[src/rtl/tribus_xfer_seq.sv]
// tribus_xfer_seq: break-before-make control sequencer for an sn74ls441 tridirectional bus transceiver.
// Defining TRIBUS_CAPTURE_EN adds the bus_in / cap_data / cap_vld capture path.
//
// state | meaning
// IDLE  | chip deselected, s=11, all G high; accepts or rejects req
// SETUP | cs low, source selected, all G high
// DRIVE | cs low, source held, destination G pins low
// TURN  | cs low, source held, all G high before release
module tribus_xfer_seq #(
  parameter int SETUP_CYC = 2,
  parameter int DRIVE_CYC = 4,
  parameter int TURN_CYC  = 1
) (
  input  logic       clk,
  input  logic       rst,
  input  logic       req,
  input  logic [1:0] src,
  input  logic [2:0] dst,
  input  logic       abort,
`ifdef TRIBUS_CAPTURE_EN
  input  logic [3:0] bus_in,
  output logic [3:0] cap_data,
  output logic       cap_vld,
`endif
  output logic       busy,
  output logic       done,
  output logic       err,
  output logic       cs,
  output logic       s1,
  output logic       s0,
  output logic       ga,
  output logic       gb,
  output logic       gc
);

  localparam int MAX_SD  = (SETUP_CYC > DRIVE_CYC) ? SETUP_CYC : DRIVE_CYC;
  localparam int MAX_CYC = (MAX_SD > TURN_CYC) ? MAX_SD : TURN_CYC;
  localparam int CNT_W   = $clog2(MAX_CYC + 1);

  localparam logic [CNT_W-1:0] SETUP_LD = CNT_W'(SETUP_CYC - 1);
  localparam logic [CNT_W-1:0] DRIVE_LD = CNT_W'(DRIVE_CYC - 1);
  localparam logic [CNT_W-1:0] TURN_LD  = CNT_W'(TURN_CYC - 1);
  localparam logic [CNT_W-1:0] CNT_ONE  = CNT_W'(1);

  typedef enum logic [1:0] {
    IDLE  = 2'd0,
    SETUP = 2'd1,
    DRIVE = 2'd2,
    TURN  = 2'd3
  } state_t;

  state_t           state, state_nxt;
  logic [CNT_W-1:0] cnt, cnt_nxt;
  logic [1:0]       src_q, src_nxt;
  logic [2:0]       dst_q, dst_nxt;
  logic             aborted_q, aborted_nxt;

  logic             cs_nxt, busy_nxt, done_nxt, err_nxt;
  logic [1:0]       s_nxt;
  logic [2:0]       g_nxt;
  logic [3:0]       dst_ext;
  logic             illegal;
  logic [2:0]       src_mask;
  logic             cnt_zero;

  // dst padded to four bits so src=3 indexes a defined (zero) bit
  assign dst_ext  = {1'b0, dst};
  assign illegal  = (src == 2'd3) || (dst == 3'b000) || dst_ext[src];
  assign cnt_zero = (cnt == '0);

  always_comb begin
    state_nxt   = state;
    cnt_nxt     = cnt;
    src_nxt     = src_q;
    dst_nxt     = dst_q;
    aborted_nxt = aborted_q;
    done_nxt    = 1'b0;
    err_nxt     = 1'b0;

    case (state)
      IDLE: begin
        if (req && !busy) begin
          if (illegal) begin
            err_nxt = 1'b1;
          end else begin
            state_nxt   = SETUP;
            cnt_nxt     = SETUP_LD;
            src_nxt     = src;
            dst_nxt     = dst;
            aborted_nxt = 1'b0;
          end
        end
      end
      SETUP: begin
        if (abort) begin
          state_nxt   = TURN;
          cnt_nxt     = TURN_LD;
          aborted_nxt = 1'b1;
        end else if (cnt_zero) begin
          state_nxt = DRIVE;
          cnt_nxt   = DRIVE_LD;
        end else begin
          cnt_nxt = cnt - CNT_ONE;
        end
      end
      DRIVE: begin
        if (abort) begin
          state_nxt   = TURN;
          cnt_nxt     = TURN_LD;
          aborted_nxt = 1'b1;
        end else if (cnt_zero) begin
          state_nxt = TURN;
          cnt_nxt   = TURN_LD;
        end else begin
          cnt_nxt = cnt - CNT_ONE;
        end
      end
      TURN: begin
        if (cnt_zero) begin
          state_nxt = IDLE;
          cnt_nxt   = '0;
          done_nxt  = 1'b1;
          err_nxt   = aborted_q;
        end else begin
          cnt_nxt = cnt - CNT_ONE;
        end
      end
      default: begin
        state_nxt = IDLE;
        cnt_nxt   = '0;
      end
    endcase
  end

  // Pin values are derived from the next state so every output is a flop.
  always_comb begin
    src_mask = {src_nxt == 2'd0, src_nxt == 2'd1, src_nxt == 2'd2};
    cs_nxt   = (state_nxt == IDLE);
    busy_nxt = (state_nxt != IDLE);
    s_nxt    = (state_nxt == IDLE) ? 2'b11 : src_nxt;
    g_nxt    = 3'b111;
    if (state_nxt == DRIVE) begin
      g_nxt = ~{dst_nxt[0], dst_nxt[1], dst_nxt[2]} | src_mask;
    end
  end

  always_ff @(posedge clk or posedge rst) begin
    if (rst) begin
      state     <= IDLE;
      cnt       <= '0;
      src_q     <= 2'b11;
      dst_q     <= 3'b000;
      aborted_q <= 1'b0;
      cs        <= 1'b1;
      s1        <= 1'b1;
      s0        <= 1'b1;
      ga        <= 1'b1;
      gb        <= 1'b1;
      gc        <= 1'b1;
      busy      <= 1'b0;
      done      <= 1'b0;
      err       <= 1'b0;
    end else begin
      state          <= state_nxt;
      cnt            <= cnt_nxt;
      src_q          <= src_nxt;
      dst_q          <= dst_nxt;
      aborted_q      <= aborted_nxt;
      cs             <= cs_nxt;
      {s1, s0}       <= s_nxt;
      {ga, gb, gc}   <= g_nxt;
      busy           <= busy_nxt;
      done           <= done_nxt;
      err            <= err_nxt;
    end
  end

`ifdef TRIBUS_CAPTURE_EN
  logic cap_hit;

  // Last DRIVE cycle without abort; the transceiver inverts, so undo it here.
  assign cap_hit = (state == DRIVE) && !abort && cnt_zero;

  always_ff @(posedge clk or posedge rst) begin
    if (rst) begin
      cap_data <= 4'b0000;
      cap_vld  <= 1'b0;
    end else begin
      cap_vld <= cap_hit;
      if (cap_hit) begin
        cap_data <= ~bus_in;
      end
    end
  end
`endif

endmodule

[config.mk]
export PLATFORM = sky130hd
export DESIGN_NAME = tribus_xfer_seq
export DESIGN_NICKNAME = d
export VERILOG_FILES = /design/src/rtl/tribus_xfer_seq.sv
export SDC_FILE = /design/constraint.sdc
export NUM_CORES = 1
export LEC_CHECK = 0
export CORE_AREA = 2 2 47 49
export CTS_CLUSTER_DIAMETER = 50
export DETAILED_ROUTE_END_ITERATION = 8
export DIE_AREA = 0 0 49 51
export GPL_TIMING_DRIVEN = 1
export PLACE_DENSITY = 0.78
export SYNTH_ARGS = -nofsm -noshare
export SYNTH_HDL_FRONTEND = slang
export SYNTH_SLANG_ARGS = --single-unit
[constraint.sdc]
create_clock -name clk -period 5.6 [get_ports clk]
set_input_delay 1.12 -clock clk [delete_from_list [all_inputs] [get_ports clk]]
set_output_delay 1.12 -clock clk [all_outputs]
set_load 0.1 [all_outputs]
After elaboration in Yosys (flattened, before gate mapping)
Index checks and enable logic that the tools add are counted.
{ "classes": {"addsub": 1, "order_cmp": 1, "n_eq_ne": 10, "n_mux": 35, "n_bitwise": 2, "reduce_logical": 14} }
{ "op_table": {"columns": ["op", "count"], "rows": [
  ["2-to-1 mux 3 bit", 10],
  ["2-to-1 mux 2 bit", 11],
  ["case mux 3 bit (4 select lines)", 1],
  ["== test 2 bit (second input constant)", 5],
  ["2-to-1 mux 1 bit", 9],
  ["case mux 2 bit (4 select lines)", 1],
  ["zero test 2 bit", 3],
  ["zero test 3 bit", 2],
  ["== test 2 x 1 -> 1 bit (second input constant)", 2],
  ["inequality test 2 bit (second input constant)", 2],
  ["case mux 1 bit (2 select lines)", 2],
  ["AND reduction 4 bit", 1],
  ["nonzero test 2 bit", 2],
  ["< comparator 2 x 3 -> 1 bit (second input constant)", 1],
  ["inverter 3 bit", 1],
  ["bitwise OR 3 bit", 1],
  ["subtractor 3 x 1 -> 3 bit (second input constant)", 1],
  ["binary-select mux 1 bit (select 2 bit)", 1],
  ["logical OR 1 bit", 2],
  ["inequality test 2 x 1 -> 1 bit (second input constant)", 1],
  ["AND reduction 2 bit", 1],
  ["OR reduction 2 bit", 1],
  ["logical AND 1 bit", 1],
  ["zero test 1 bit", 1]
]} }
{ "totals": {"register_bits": 20, "output_inout_bits": 9, "wordCells": 77} }

Depth between registers and ports, before layout
{ "logic_depth": {"word_depth": 9, "ltp_mapped": 7, "mapped_depth_nobuf": 7} }

Worst setup path before layout
OpenSTA, ideal clock, no wires.
{ "synth_timing": {"path_type": "in2reg", "from": "in src[1]", "to": "reg aborted_q", "arrival_time_ns": 2.138, "required_time_ns": 5.478, "slack_ns": 3.341, "path_stages": 5, "n_path_buf": 0, "cell_sequence": "o21ai_0 > o31a_2 > nand4_4 > or2_2 > a32o_1"} }
{ "synth_via": {"elab_chain_len": 5} }
{ "synth_rtl": {"columns": ["item", "line_no", "source"], "rows": [
  ["start, declared", "17", "input logic [1:0] src,"],
  ["binary-select mux 1 bit (select 2 bit) / == test 2 bit (equally long branches)", "68", "assign illegal = (src == 2'd3) || (dst == 3'b000) || dst_ext[src];"],
  ["2-to-1 mux 1 bit (not written as such) / logical OR 1 bit (equally long branches)", "68", null],
  ["logical OR 1 bit (*)", "68", null],
  ["inequality test 2 bit (no line) (*)", null, null],
  ["AND reduction 4 bit (no line) (*)", null, null],
  ["end signal, assigned", "168", "aborted_q <= aborted_nxt;"],
  ["end, declared", "56", "logic aborted_q, aborted_nxt;"]
]} }
Mark *: on every way between the ends. The rest lies on a longest branch, timed or not. The select of a mux whose other input is x is not followed.
A chain may end at the register's enable or synchronous reset.

Worst setup path in the final report
{ "layout_timing": {"from": "reg gc", "to": "out gc"} }
{ "layout_rtl": {"columns": ["item", "line_no", "source"], "rows": [
  ["start, declared", "33", "output logic gc"],
  ["start signal, assigned", "171", "{ga, gb, gc} <= g_nxt;"]
]} }
No word-level cell between the ends.

==> out/results.ini <==
[die]
ios = 18
num_rows = 17
die_h_um = 51
die_x_um = 49
die-area_um2 = 2499
start_util = 0.5112
core-area_um2 = 2063

[clocking]
cts_tree = done
clockBufferDepth = 2
cts-resized-gates = 0
cts_made_buffers = 3
cts.clk_slew.worst_paths_ps = 120
cts_hold_buf = 0
cts.sinks = 20
htreeDepth = 1
post_cts_buffers = 0
clock-root-buffer = clkbuf_4
clkLatencyLatePin_ps = 300

[critical_path]
cpLargestDelayFamily = buffers and inverters
r2r_slack_ps = 3590
cp_max_fo = 1
worstSetupEndpointType = primary output
cpMaxStageDelayCell = clkdlybuf4s50_1
worst-path-stages = 1
r2r_start = state[0]$_DFF_PP0_
arrival_ps = 1980
startpoint_type = flop
r2r_cells = 7
path_class = reg2out
critical-path-max-stage-delay_ps = 1130
path_cells = clkdlybuf4s50_1
required_ps = 4480
rr_endpoint = gc$_DFF_PP1_
path_buf_inv = 1

[hold_path]
hp-class = reg2reg
min-delay-start = dst_q[0]$_DFF_PP0_
hold_end = dst_q[0]$_DFF_PP0_
hold_depth = 2

[placement]
placed_cells = 138
gp_congestion = 0.7999
place_ws_ps = 2706
numPortBuffers = 17
hpwlAfterDp_um = 1488

[yosys]
synth_seq_cells = 20
avgSynthCellArea_um2 = 11.34
synth-warning-count = 0
syn_area_um2 = 1055
ys_types = 34
syn_inst = 93
syn-num-nets = 107
synth_seq_area_share = 0.4840

[layout]
layout_commonest_cell = clkdlybuf4s50_1
diodes = 0
layout_common_cells = clkdlybuf4s50_1, dfrtp_1, inv_1, o21ai_0, dfstp_2
drive_above_1_share = 0.2456
fin_cells = 142
area_growth_syn_to_layout_pct = 24.44
fillers = 182
fin_nets = 129

[drt]
antenna_left = 0
wl_um = 1960
drt-initial-drc-count = 8
routedWlPerCell_um = 13.80
dr.pass1.iters = 4
vias_per_cell = 5.479
vias = 778
drc = 0

[run]
max_cap_viol_count = 0

[global_route]
grt_use_met3 = 0.04386
gr-usage-all-layers = 0.1946
grt_antenna_before_repair = 0
grt_pass1_wl_um = 3588
grt_pass1_vias = 790
grt_start_max_net_pins = 21
grt_overflow = 0
grtUsageMet2 = 0.3219
grtUsageMet1 = 0.2514
busiest_layer = met2

[sta]
setup_viol = 0
rsz0062_at_grt = false
period_share = 0.5528
fin_skew_ps = 6.495
fmax_ghz = 0.3230
fin_ws_ps = 2504
hold_viol = 0
worst_slew_pin_slew_ps = 980.9
slew_viol_final = 0
finalSetupTns_ps = 0
fin_crit_ps = 3096
relSlewSlack = 0.3440

[run_status]
status = completed

## layout make-up
type / instances / area (um2) / area share
Clock buffer: 3 / 22.52 / 0.01716
Clock inverter: 1 / 30.03 / 0.02288
Inverter: 8 / 30.03 / 0.02288
Multi-Input combinational cell: 65 / 514.2 / 0.3918
Sequential cell: 20 / 510.5 / 0.3889
Tap cell: 28 / 35.03 / 0.02669
Timing Repair Buffer: 17 / 170.2 / 0.1296
## cells by family (layout without fill, tap and decap cells)
kind of cell / count (synthesis) / after routing / synth area share
and+or+nand+nor: 27 / 27 / 0.1625
AOI/OAI and AO/OA: 25 / 25 / 0.1839
DFF: 20 / 20 / 0.4840
muxes: 8 / 8 / 0.08185
buffers and inverters: 8 / 29 / 0.02847
adders and majority gates: 5 / 5 / 0.05931
## worst max-delay path by stage
stage / startpoint / to / slack (ps)
after floorplan: src[1] / aborted_q$_DFFE_PP0P_ / 3340
after global placement: dst[2] / aborted_q$_DFFE_PP0P_ / 2730
after detailed placement: dst[2] / aborted_q$_DFFE_PP0P_ / 2710
after CTS: gc$_DFF_PP1_ / gc / 2490
after global routing: s0$_DFF_PP1_ / s0 / 2460
final: gc$_DFF_PP1_ / gc / 2500
## metrics by stage
stage,cell area [um2],utilization,hold WS [ps]
after floorplan,1055,-,443.6
after global placement,1260,0.6107,470.6
after detailed placement,1260,0.6107,472.3
after CTS,1313,0.6361,499.1
after global routing,1313,0.6361,529.5
final,1313,0.6361,491.0
## synthesized netlist by cell type, drive strengths merged
library cell / instances / area [um2]
nand3: 2 / 15.01
and2b: 1 / 8.760
o21ai: 8 / 40.04
ha: 5 / 62.56
a32o: 2 / 20.02
inv: 8 / 30.03
o311a: 1 / 10.01
dfrtp: 12 / 300.3
nand2b: 1 / 6.260
a32oi: 1 / 16.27
or2: 2 / 12.51
o21a: 1 / 8.760
a22o: 1 / 8.760
a221oi: 1 / 15.01
nand4: 1 / 21.27
and2: 1 / 6.260
dfstp: 8 / 210.2
o31ai: 1 / 7.510
or3b: 1 / 8.760
a21boi: 2 / 15.01
a21oi: 2 / 13.76
a31oi: 1 / 6.260
nor2: 7 / 26.28
nand3b: 2 / 15.01
nor3: 5 / 36.29
o31a: 1 / 10.01
mux2: 5 / 56.30
a22oi: 1 / 7.510
o21bai: 2 / 15.01
mux2i: 3 / 30.03
nand2: 4 / 15.01
## layer usage
| metal | wire (um) | vias to the layer above |
|---|---|---|
| met5 | 0 | - |
| met4 | 21 | 0 |
| met3 | 60 | 2 |
| met2 | 981 | 14 |
| met1 | 897 | 384 |
| li1 | - | 378 |
## sequential cells by signal, indices dropped and copies added, names as in the netlist, 2 cells and up
name,flops
cnt,3
dst_q,3
state,2
src_q,2
## worst min-delay path, stage by stage, from the launching register on
cell and delay (ps):
dfrtp_1 360, nand2_1 40, o21ai_0 60
Power is left out: the tool's default activity adds up to more than one toggle a clock period on the data nets, which glitch-free logic cannot reach.
